$ cat src/rtl/alu_pkg.sv
// rtl/alu_pkg.sv - shared ALU op and arbiter state types
package alu_pkg;

  typedef enum logic [1:0] {
    ALU_AND = 2'd0,
    ALU_ADD = 2'd1,
    ALU_XOR = 2'd2,
    ALU_SUB = 2'd3
  } alu_op_t;

  typedef enum logic [1:0] {
    ARB_IDLE,
    ARB_ISSUE,
    ARB_RESP
  } arb_state_t;

  function automatic int idx_width(int n);
    return (n > 1) ? $clog2(n) : 1;
  endfunction

endpackage

$ cat src/rtl/rr_arbiter.sv
// rtl/rr_arbiter.sv - combinational round-robin picker
// Searches last_i+1 .. wrap; the nearest valid requester after last_i wins.
module rr_arbiter
  import alu_pkg::*;
#(
  parameter int N  = 2,
  parameter int IW = idx_width(N)
) (
  input  logic [N-1:0]  req_i,
  input  logic [IW-1:0] last_i,
  output logic [N-1:0]  gnt_o,
  output logic [IW-1:0] gnt_idx_o
);

  logic [IW-1:0] cand;

  // Walk from the farthest candidate to the nearest so the nearest overwrites.
  always_comb begin
    gnt_o     = '0;
    gnt_idx_o = '0;
    cand      = '0;
    for (int k = N; k >= 1; k--) begin
      cand = IW'((int'(last_i) + k) % N);
      if (req_i[cand]) begin
        gnt_o       = '0;
        gnt_o[cand] = 1'b1;
        gnt_idx_o   = cand;
      end
    end
  end

endmodule

$ cat src/rtl/alu_arbiter.sv
// rtl/alu_arbiter.sv - round-robin sharing of one ALU with registered issue and response
// ALU_ARB_LOCK_EN adds req_lock_i so the last-accepted requester can keep the ALU.
module alu_arbiter
  import alu_pkg::*;
#(
  parameter int NUM_REQ = 2,
  parameter int W       = 8
) (
  input  logic                 clk,
  input  logic                 rst_n,
  input  logic [NUM_REQ-1:0]   req_valid_i,
  input  logic [2*NUM_REQ-1:0] req_op_i,
  input  logic [W*NUM_REQ-1:0] req_a_i,
  input  logic [W*NUM_REQ-1:0] req_b_i,
`ifdef ALU_ARB_LOCK_EN
  input  logic [NUM_REQ-1:0]   req_lock_i,
`endif
  output logic [NUM_REQ-1:0]   req_ready_o,
  output logic [1:0]           alu_op_o,
  output logic [W-1:0]         alu_src_a_o,
  output logic [W-1:0]         alu_src_b_o,
  input  logic [W-1:0]         alu_result_i,
  output logic [NUM_REQ-1:0]   resp_valid_o,
  output logic [W-1:0]         resp_data_o,
  output logic                 resp_zero_o,
  input  logic [NUM_REQ-1:0]   resp_ready_i
);

  localparam int IW = idx_width(NUM_REQ);
  localparam logic [IW-1:0] LAST_RST = IW'(NUM_REQ - 1);

  arb_state_t    state_q, state_d;
  logic [IW-1:0] last_q, last_d;
  alu_op_t       op_q, op_d;
  logic [W-1:0]  a_q, a_d, b_q, b_d;
  logic [W-1:0]  data_q, data_d;
  logic          zero_q, zero_d;

  logic [NUM_REQ-1:0] rr_gnt, win_oh, last_oh;
  logic [IW-1:0]      rr_idx, win_idx;
  logic               grant_pt, accept;

  logic [1:0]   op_arr [NUM_REQ];
  logic [W-1:0] a_arr  [NUM_REQ];
  logic [W-1:0] b_arr  [NUM_REQ];

  for (genvar g = 0; g < NUM_REQ; g++) begin : g_unpack
    assign op_arr[g] = req_op_i[2*g +: 2];
    assign a_arr[g]  = req_a_i[W*g +: W];
    assign b_arr[g]  = req_b_i[W*g +: W];
  end

  rr_arbiter #(
    .N  (NUM_REQ),
    .IW (IW)
  ) u_rr (
    .req_i     (req_valid_i),
    .last_i    (last_q),
    .gnt_o     (rr_gnt),
    .gnt_idx_o (rr_idx)
  );

  always_comb begin
    last_oh         = '0;
    last_oh[last_q] = 1'b1;
  end

`ifdef ALU_ARB_LOCK_EN
  logic grant_vld_q;
  logic lock_hit;

  // Only a requester that actually won since reset may hold the lock.
  assign lock_hit = grant_vld_q & req_valid_i[last_q] & req_lock_i[last_q];
  assign win_oh   = lock_hit ? last_oh : rr_gnt;
  assign win_idx  = lock_hit ? last_q : rr_idx;

  always_ff @(posedge clk or negedge rst_n) begin
    if (!rst_n) begin
      grant_vld_q <= 1'b0;
    end else if (accept) begin
      grant_vld_q <= 1'b1;
    end
  end
`else
  assign win_oh  = rr_gnt;
  assign win_idx = rr_idx;
`endif

  always_comb begin
    state_d      = state_q;
    last_d       = last_q;
    op_d         = op_q;
    a_d          = a_q;
    b_d          = b_q;
    data_d       = data_q;
    zero_d       = zero_q;
    grant_pt     = 1'b0;
    accept       = 1'b0;
    req_ready_o  = '0;
    resp_valid_o = '0;

    case (state_q)
      ARB_IDLE: begin
        grant_pt = 1'b1;
      end
      ARB_ISSUE: begin
        data_d  = alu_result_i;
        zero_d  = (alu_result_i == '0);
        state_d = ARB_RESP;
      end
      ARB_RESP: begin
        resp_valid_o = last_oh;
        if (resp_ready_i[last_q]) begin
          grant_pt = 1'b1;
          state_d  = ARB_IDLE;
        end
      end
      default: state_d = ARB_IDLE;
    endcase

    // The reset term keeps ready low while reset is held, so no request is accepted during reset.
    if (grant_pt && rst_n) begin
      req_ready_o = win_oh;
      if (|req_valid_i) begin
        accept  = 1'b1;
        state_d = ARB_ISSUE;
        last_d  = win_idx;
        op_d    = alu_op_t'(op_arr[win_idx]);
        a_d     = a_arr[win_idx];
        b_d     = b_arr[win_idx];
      end
    end
  end

  always_ff @(posedge clk or negedge rst_n) begin
    if (!rst_n) begin
      state_q <= ARB_IDLE;
      last_q  <= LAST_RST;
      op_q    <= ALU_AND;
      a_q     <= '0;
      b_q     <= '0;
      data_q  <= '0;
      zero_q  <= 1'b0;
    end else begin
      state_q <= state_d;
      last_q  <= last_d;
      op_q    <= op_d;
      a_q     <= a_d;
      b_q     <= b_d;
      data_q  <= data_d;
      zero_q  <= zero_d;
    end
  end

  assign alu_op_o    = op_q;
  assign alu_src_a_o = a_q;
  assign alu_src_b_o = b_q;
  assign resp_data_o = data_q;
  assign resp_zero_o = zero_q;

endmodule

$ cat config.mk
export PLATFORM = sky130hd
export DESIGN_NAME = alu_arbiter
export DESIGN_NICKNAME = d
export VERILOG_FILES = /design/src/rtl/alu_pkg.sv /design/src/rtl/rr_arbiter.sv /design/src/rtl/alu_arbiter.sv
export SDC_FILE = /design/constraint.sdc
export NUM_CORES = 1
export LEC_CHECK = 0
export BUFFER_PORTS_ARGS = -buffer_cell sky130_fd_sc_hd__buf_2
export CORE_MARGIN = 3
export CORE_UTILIZATION = 30
export CTS_BUF_LIST = sky130_fd_sc_hd__clkbuf_16
export DETAILED_ROUTE_END_ITERATION = 6
export GPL_TIMING_DRIVEN = 0
export SETUP_SLACK_MARGIN = 0.05
export SYNTH_ARGS = -nofsm -noshare
export SYNTH_HDL_FRONTEND = slang
export SYNTH_HIERARCHICAL = 1
export SYNTH_SLANG_ARGS = --single-unit
$ cat constraint.sdc
create_clock -name clk -period 5.5 [get_ports clk]
set_input_delay 0.55 -clock clk [delete_from_list [all_inputs] [get_ports clk]]
set_output_delay 0.55 -clock clk [all_outputs]
set_load 0.01 [all_outputs]
==> out/qor.yml, run 1 <==
final_layout:
  design_area_sq_um: 2030
  fin_nets: 238
  fin_util_pct: 45.4
  seq_area_sq_um: 752
  drive_gt1_share_pct: 73.0
  area_growth_pct: 42.3
  multi_input_comb_area_sq_um: 624
  nFillCells: 407
  antenna_cells: 0
critical_path:
  arrival_ns: 1.69
  rr_worst_depth: 5
  r2r-end: "alu_src_a_o[1]"
  crit_type: "in2out"
  r2r_slack_ns: 3.44
  path_max_fanout: 31
  end_kind: "output port"
  startpoint_type: "input pin"
  r2r_start: "last_q"
  cp.required_ns: 4.95
drt:
  dr_wl_met2_microns: 1440
  wl_met1_microns: 1320
  top_layer: "met4"
  num_vias: 1080
  ant_nets: 0
  via_per_inst: 4.48
  drc: 0
  met3_length_microns: 274
  wire_per_inst_microns: 12.7
  dr.pass1.iters: 3
  drt_wl_total_microns: 3060
  drtIter0Drc: 35
timing:
  finalSetupViolCount: 0
  hold_viol: 0
  final.setup.tns_ns: 0
  whs_ns: 0.314
  rsz0062_at_grt: "no"
  worst-slew-pin-transition_ns: 0.669
  fin_crit_ns: 2.24
  fin_worst_skew_ns: 0.00523
  fin_ws_ns: 3.26
  max_freq_mhz: 445
  max_slew_margin_pct: 55.4
  drv_slew: 0
  finalCritPeriodShare_pct: 40.8
clocking:
  post_cts_resized: 0
  clk_root_buffer_cell: "clkbuf_16"
  clk_path_buf_depth: 2
  tritoncts: "done"
  clk_pin_slew_ns: 0.05
  cts_setup_buffers: 0
  clk_latency_ns: 0.27
  hold_buffers: 0
  cts.htree.levels: 2
  cts_buffers: 5
  clock-sinks: 30
status:
  outcome: "finished, final reports clean"
synthesis:
  yosysSeqAreaShare_pct: 52.7
  ys_ff_latch: 30
  synthCells: 101
  syn_area_sq_um: 1430
  synthTopCellsByCount: "45 x mux2_2, 29 x dfrtp_1, 3 x nand2_1"
  synthMuxAreaShare_pct: 36.2
  synth_compound_area_share_pct: 2.81
  synth_fp_nets: 151
  synth_edf_count: 0
  synth_area_per_cell_sq_um: 14.1
  ys_async_sr_fraction_pct: 100
  yosysUniqueCellTypes: 19
  ys.flop_type: "dfrtp_1"
  synth_xor_area_share_pct: 0
  synthSimpleGateAreaFrac_pct: 4.74
  yosysWarnings: 6
  synth.area.top_cells: "dfrtp_1 51%, mux2_2 36%, dfstp_2 1.8%"
  synth_top_family_by_area: "multiplexers"
  synth_top_area_share_pct: 50.9
  synth_fa_ha_area_share_pct: 0
  yosysMostFrequentCell: "mux2_2"
  yosys.area.top_type: "dfrtp_1"
floorplan:
  die_y_microns: 75.0
  start_util_pct: 31.9
  coreArea_sq_um: 4470
  die_width_microns: 75.0
  io_pins: 81
  placementRows: 24
  die-area_sq_um: 5620
placement:
  gp_congestion: 0.725
  dpl.hpwl_microns: 2350
  dpl_worst_slack_ns: 3.04
  port_buffers: 80
  placed_area_sq_um: 1890
global_route:
  grt_usage_pct: 11.7
  grt_overflow_total: 0
  grt_first_pass_wirelength_microns: 4860
  grt_pass1_vias: 1073
  grt_max_degree: 32
  antenna_found_initial: 0
power:
  irDropWorstVdd_v: 0.000212
  p_per_area_nw_per_um2: 477
  p_leak_nw: 0.998
worst_hold_path:
  worstHoldPathType: "in2async"
run:
  maxCapViolCount: 0
==> cell usage in the layout, fill, tap and decap left out <==
| cell | netlist | routed |
|---|---|---|
| dfstp_2 | 1 | 1 |
| dfrtp_1 | 29 | 29 |
| and3b_2 | 1 | 1 |
| buf_6 | 2 | 2 |
| nor3b_1 | 1 | 1 |
| nor4_1 | 2 | 2 |
| nor2_1 | 2 | 2 |
| clkinv_1 | 0 | 1 |
| clkinv_2 | 0 | 1 |
| clkbuf_1 | 2 | 2 |
| o21ai_0 | 2 | 2 |
| nand2_1 | 3 | 3 |
| buf_2 | 1 | 81 |
| mux2_2 | 45 | 45 |
| mux2i_1 | 1 | 1 |
| a2111oi_2 | 1 | 1 |
| inv_1 | 2 | 3 |
| a21boi_1 | 2 | 2 |
| nand2b_1 | 1 | 1 |
| and3_1 | 2 | 2 |
| buf_4 | 1 | 1 |
| clkbuf_16 | 0 | 5 |
==> cell families after synthesis <==
group	count (synthesis)
AOI/OAI and AO/OA	5
buffers and inverters	8
and+or+nand+nor	12
muxes	46
DFF	30
==> critical path, cell delays in order <==
cell	delay [ns]
buf_2	0.52
inv_1	0.16
nor2_1	0.14
and3_1	0.18
buf_2	0.13
==> how the worst max path moves through the flow <==
| stage | start | to | slack (ns) | cells after the start |
|---|---|---|---|---|
| after floorplan | req_valid_i[1] | alu_src_a_o[0] | 3.49 | 5 |
| after global placement | rst_n | alu_src_a_o[0] | 3.02 | 5 |
| after detailed placement | rst_n | alu_src_a_o[4] | 3.04 | 5 |
| after CTS | rst_n | req_ready_o[1] | 3.18 | 5 |
| after global routing | rst_n | req_ready_o[0] | 3.02 | 5 |
| final | rst_n | req_ready_o[1] | 3.26 | 5 |
==> metal layers <==
layer | up-vias | global-route usage [%]
met1 | 495 | 13.2
met4 | 0 | 4.74
met2 | 48 | 19.1
met3 | 4 | 5.47
met5 | - | 0
li1 | 533 | -
==> where the power goes <==
group	internal (W)	switching, W
sequential	0.000322	0.0000497
clock	0.000163	0.0000883
combinational	0.000192	0.000154
total	0.000677	0.000292
==> area by class of cell <==
cell class                      count  share of cell area [%]
Sequential cell                    30                    37.1
Clock inverter                      3                   0.617
Timing Repair Buffer               80                    19.7
Inverter                            2                   0.370
Tap cell                           52                    3.21
Clock buffer                        5                    6.17
Multi-Input combinational cell     63                    30.8
Buffer                              6                    2.10
==> state kept, by name, summed over array words and instances, names as in the netlist <==
name and cells:
alu_src_b_o 8, state_q 2, last_q 1, resp_zero_o 1, alu_src_a_o 8, alu_op_o 2, resp_data_o 8
==> metrics by stage <==
stage	total power (W)	instances
detailed placement	0.000729	233
finish	0.000968	241
floorplan	0.000580	101
CTS	0.000984	241
global route	0.00104	241
global placement	0.000724	233
(Power assumes the default switching activity.)
==> inputs of run 2 (changes only) <==
Settings changed: ABC_AREA set to 1.
Clock period 5.5 ns to 2.3 ns, I/O delays scaled along.
==> out/qor.yml, run 2 <==
status:
  outcome: "finished, final reports clean"
drt:
  num_vias: 1602
  dr.pass1.iters: 4
  ant_nets: 0
  met3_length_microns: 294
  top_layer: "met4"
  drtIter0Drc: 55
  wire_per_inst_microns: 11.2
  dr_wl_met2_microns: 1910
  drc: 0
  drt_wl_total_microns: 4130
  via_per_inst: 4.35
  wl_met1_microns: 1870
final_layout:
  area_growth_pct: 39.5
  drive_gt1_share_pct: 35.5
  fin_nets: 350
  antenna_cells: 0
  multi_input_comb_area_sq_um: 678
  nFillCells: 546
  design_area_sq_um: 2190
  layout_common_cells: "114 x nand2_1, 86 x buf_2, 29 x dfrtp_1, 19 x nand4_1, 12 x inv_1"
  seq_area_sq_um: 752
  final_common_cell: "nand2_1"
  fin_util_pct: 45.0
critical_path:
  path_max_fanout: 31
  crit_type: "in2out"
  rr_worst_depth: 7
  r2r_slack_ns: 0.84
  startpoint_type: "input pin"
  end_kind: "output port"
  arrival_ns: 1.59
  cp.required_ns: 2.07
floorplan:
  coreArea_sq_um: 4880
  die_y_microns: 78.4
  placementRows: 25
  die-area_sq_um: 6150
  die_width_microns: 78.4
  io_pins: 81
  start_util_pct: 32.2
clocking:
  cts_setup_buffers: 0
  cts_buffers: 5
  clk_latency_ns: 0.27
  hold_buffers: 0
  clk_path_buf_depth: 2
  tritoncts: "done"
  clock-sinks: 30
  post_cts_resized: 0
  cts.htree.levels: 2
  clk_root_buffer_cell: "clkbuf_16"
  clk_pin_slew_ns: 0.05
global_route:
  grt_usage_pct: 14.8
  grt_first_pass_wirelength_microns: 7130
  grt_max_degree: 32
  antenna_found_initial: 0
  grt_pass1_vias: 1572
  grt_overflow_total: 0
synthesis:
  synthTopCellsByCount: "114 x nand2_1, 29 x dfrtp_1, 19 x nand4_1, 11 x inv_1"
  synth_top_area_share_pct: 46.1
  yosysSeqAreaShare_pct: 47.8
  synth_fp_nets: 263
  yosysMostFrequentCell: "nand2_1"
  synth_edf_count: 0
  yosys.area.top_type: "dfrtp_1"
  yosysUniqueCellTypes: 18
  ys_ff_latch: 30
  ys_async_sr_fraction_pct: 100
  yosysWarnings: 6
  ys.flop_type: "dfrtp_1"
  syn_area_sq_um: 1570
  synth_area_per_cell_sq_um: 7.38
  synthCells: 213
  synth.area.top_cells: "dfrtp_1 46%, nand2_1 27%, nand4_1 7.6%"
timing:
  finalSetupViolCount: 0
  fin_crit_ns: 1.82
  rsz0062_at_grt: "no"
  drv_slew: 0
  final.setup.tns_ns: 0
  max_freq_mhz: 550
  fin_ws_ns: 0.481
  whs_ns: 0.00750
  worst-slew-pin-transition_ns: 0.693
  fin_worst_skew_ns: 0.00327
  finalCritPeriodShare_pct: 79.1
  hold_viol: 0
  max_slew_margin_pct: 53.8
placement:
  dpl_worst_slack_ns: 0.426
  placed_area_sq_um: 2060
  port_buffers: 80
  dpl.hpwl_microns: 3120
  gp_congestion: 0.736
power:
  irDropWorstVdd_v: 0.000380
  p_leak_nw: 1.33
  p_per_area_nw_per_um2: 1140
worst_hold_path:
  worstHoldPathType: "in2async"
run:
  maxCapViolCount: 0
-- run 2: layer usage --
metal | up-vias | track usage, %
met4 | 0 | 6.47
met2 | 58 | 22.6
met3 | 4 | 3.56
met5 | - | 0
li1 | 848 | -
met1 | 692 | 19.8
-- run 2: kinds of logic (layout without fill, tap and decap cells) --
| kind of cell | count (synthesis) | count (layout) | synth area share [%] |
|---|---|---|---|
| compound gates | 5 | 5 | 1.59 |
| buf+inv | 26 | 114 | 9.07 |
| flops | 30 | 30 | 47.8 |
| simple gates | 152 | 152 | 41.5 |
-- run 2: worst paths after layout --
path                                 start              to
max                                  rst_n  req_ready_o[0]
min                                  rst_n  alu_src_b_o[1]
max reg2reg                         last_q  alu_src_a_o[0]
min reg2reg                 resp_data_o[7]  resp_data_o[7]
max in group asynchronous            rst_n  alu_src_b_o[6]
min in group clk           alu_result_i[7]  resp_data_o[7]
-- run 2: layout make-up --
cell class,instances,area share [%]
clock buffer,5,5.70
multi-input combinational,157,30.9
sequential,30,34.3
clock inverter,3,0.570
tap,67,3.82
timing repair buffer,80,18.2
buffer,14,4.45
inverter,12,2.05
-- run 2: metrics by stage --
stage | power, W | cells
CTS | 0.00254 | 368
detailed placement | 0.00193 | 360
global placement | 0.00192 | 360
finish | 0.00250 | 368
floorplan | 0.00150 | 213
global route | 0.00272 | 368
-- run 2: power by group --
group / leakage, nW / switching (W) / internal (W)
clock: 0.0724 / 0.000209 / 0.000390
combinational: 0.881 / 0.000585 / 0.000403
sequential: 0.373 / 0.000134 / 0.000782
-- run 2: critical path, stage by stage --
cell,delay (ns)
buf_2,0.54
inv_1,0.16
nor2_4,0.14
buf_4,0.19
nand2_1,0.08
nor2_1,0.09
buf_2,0.14
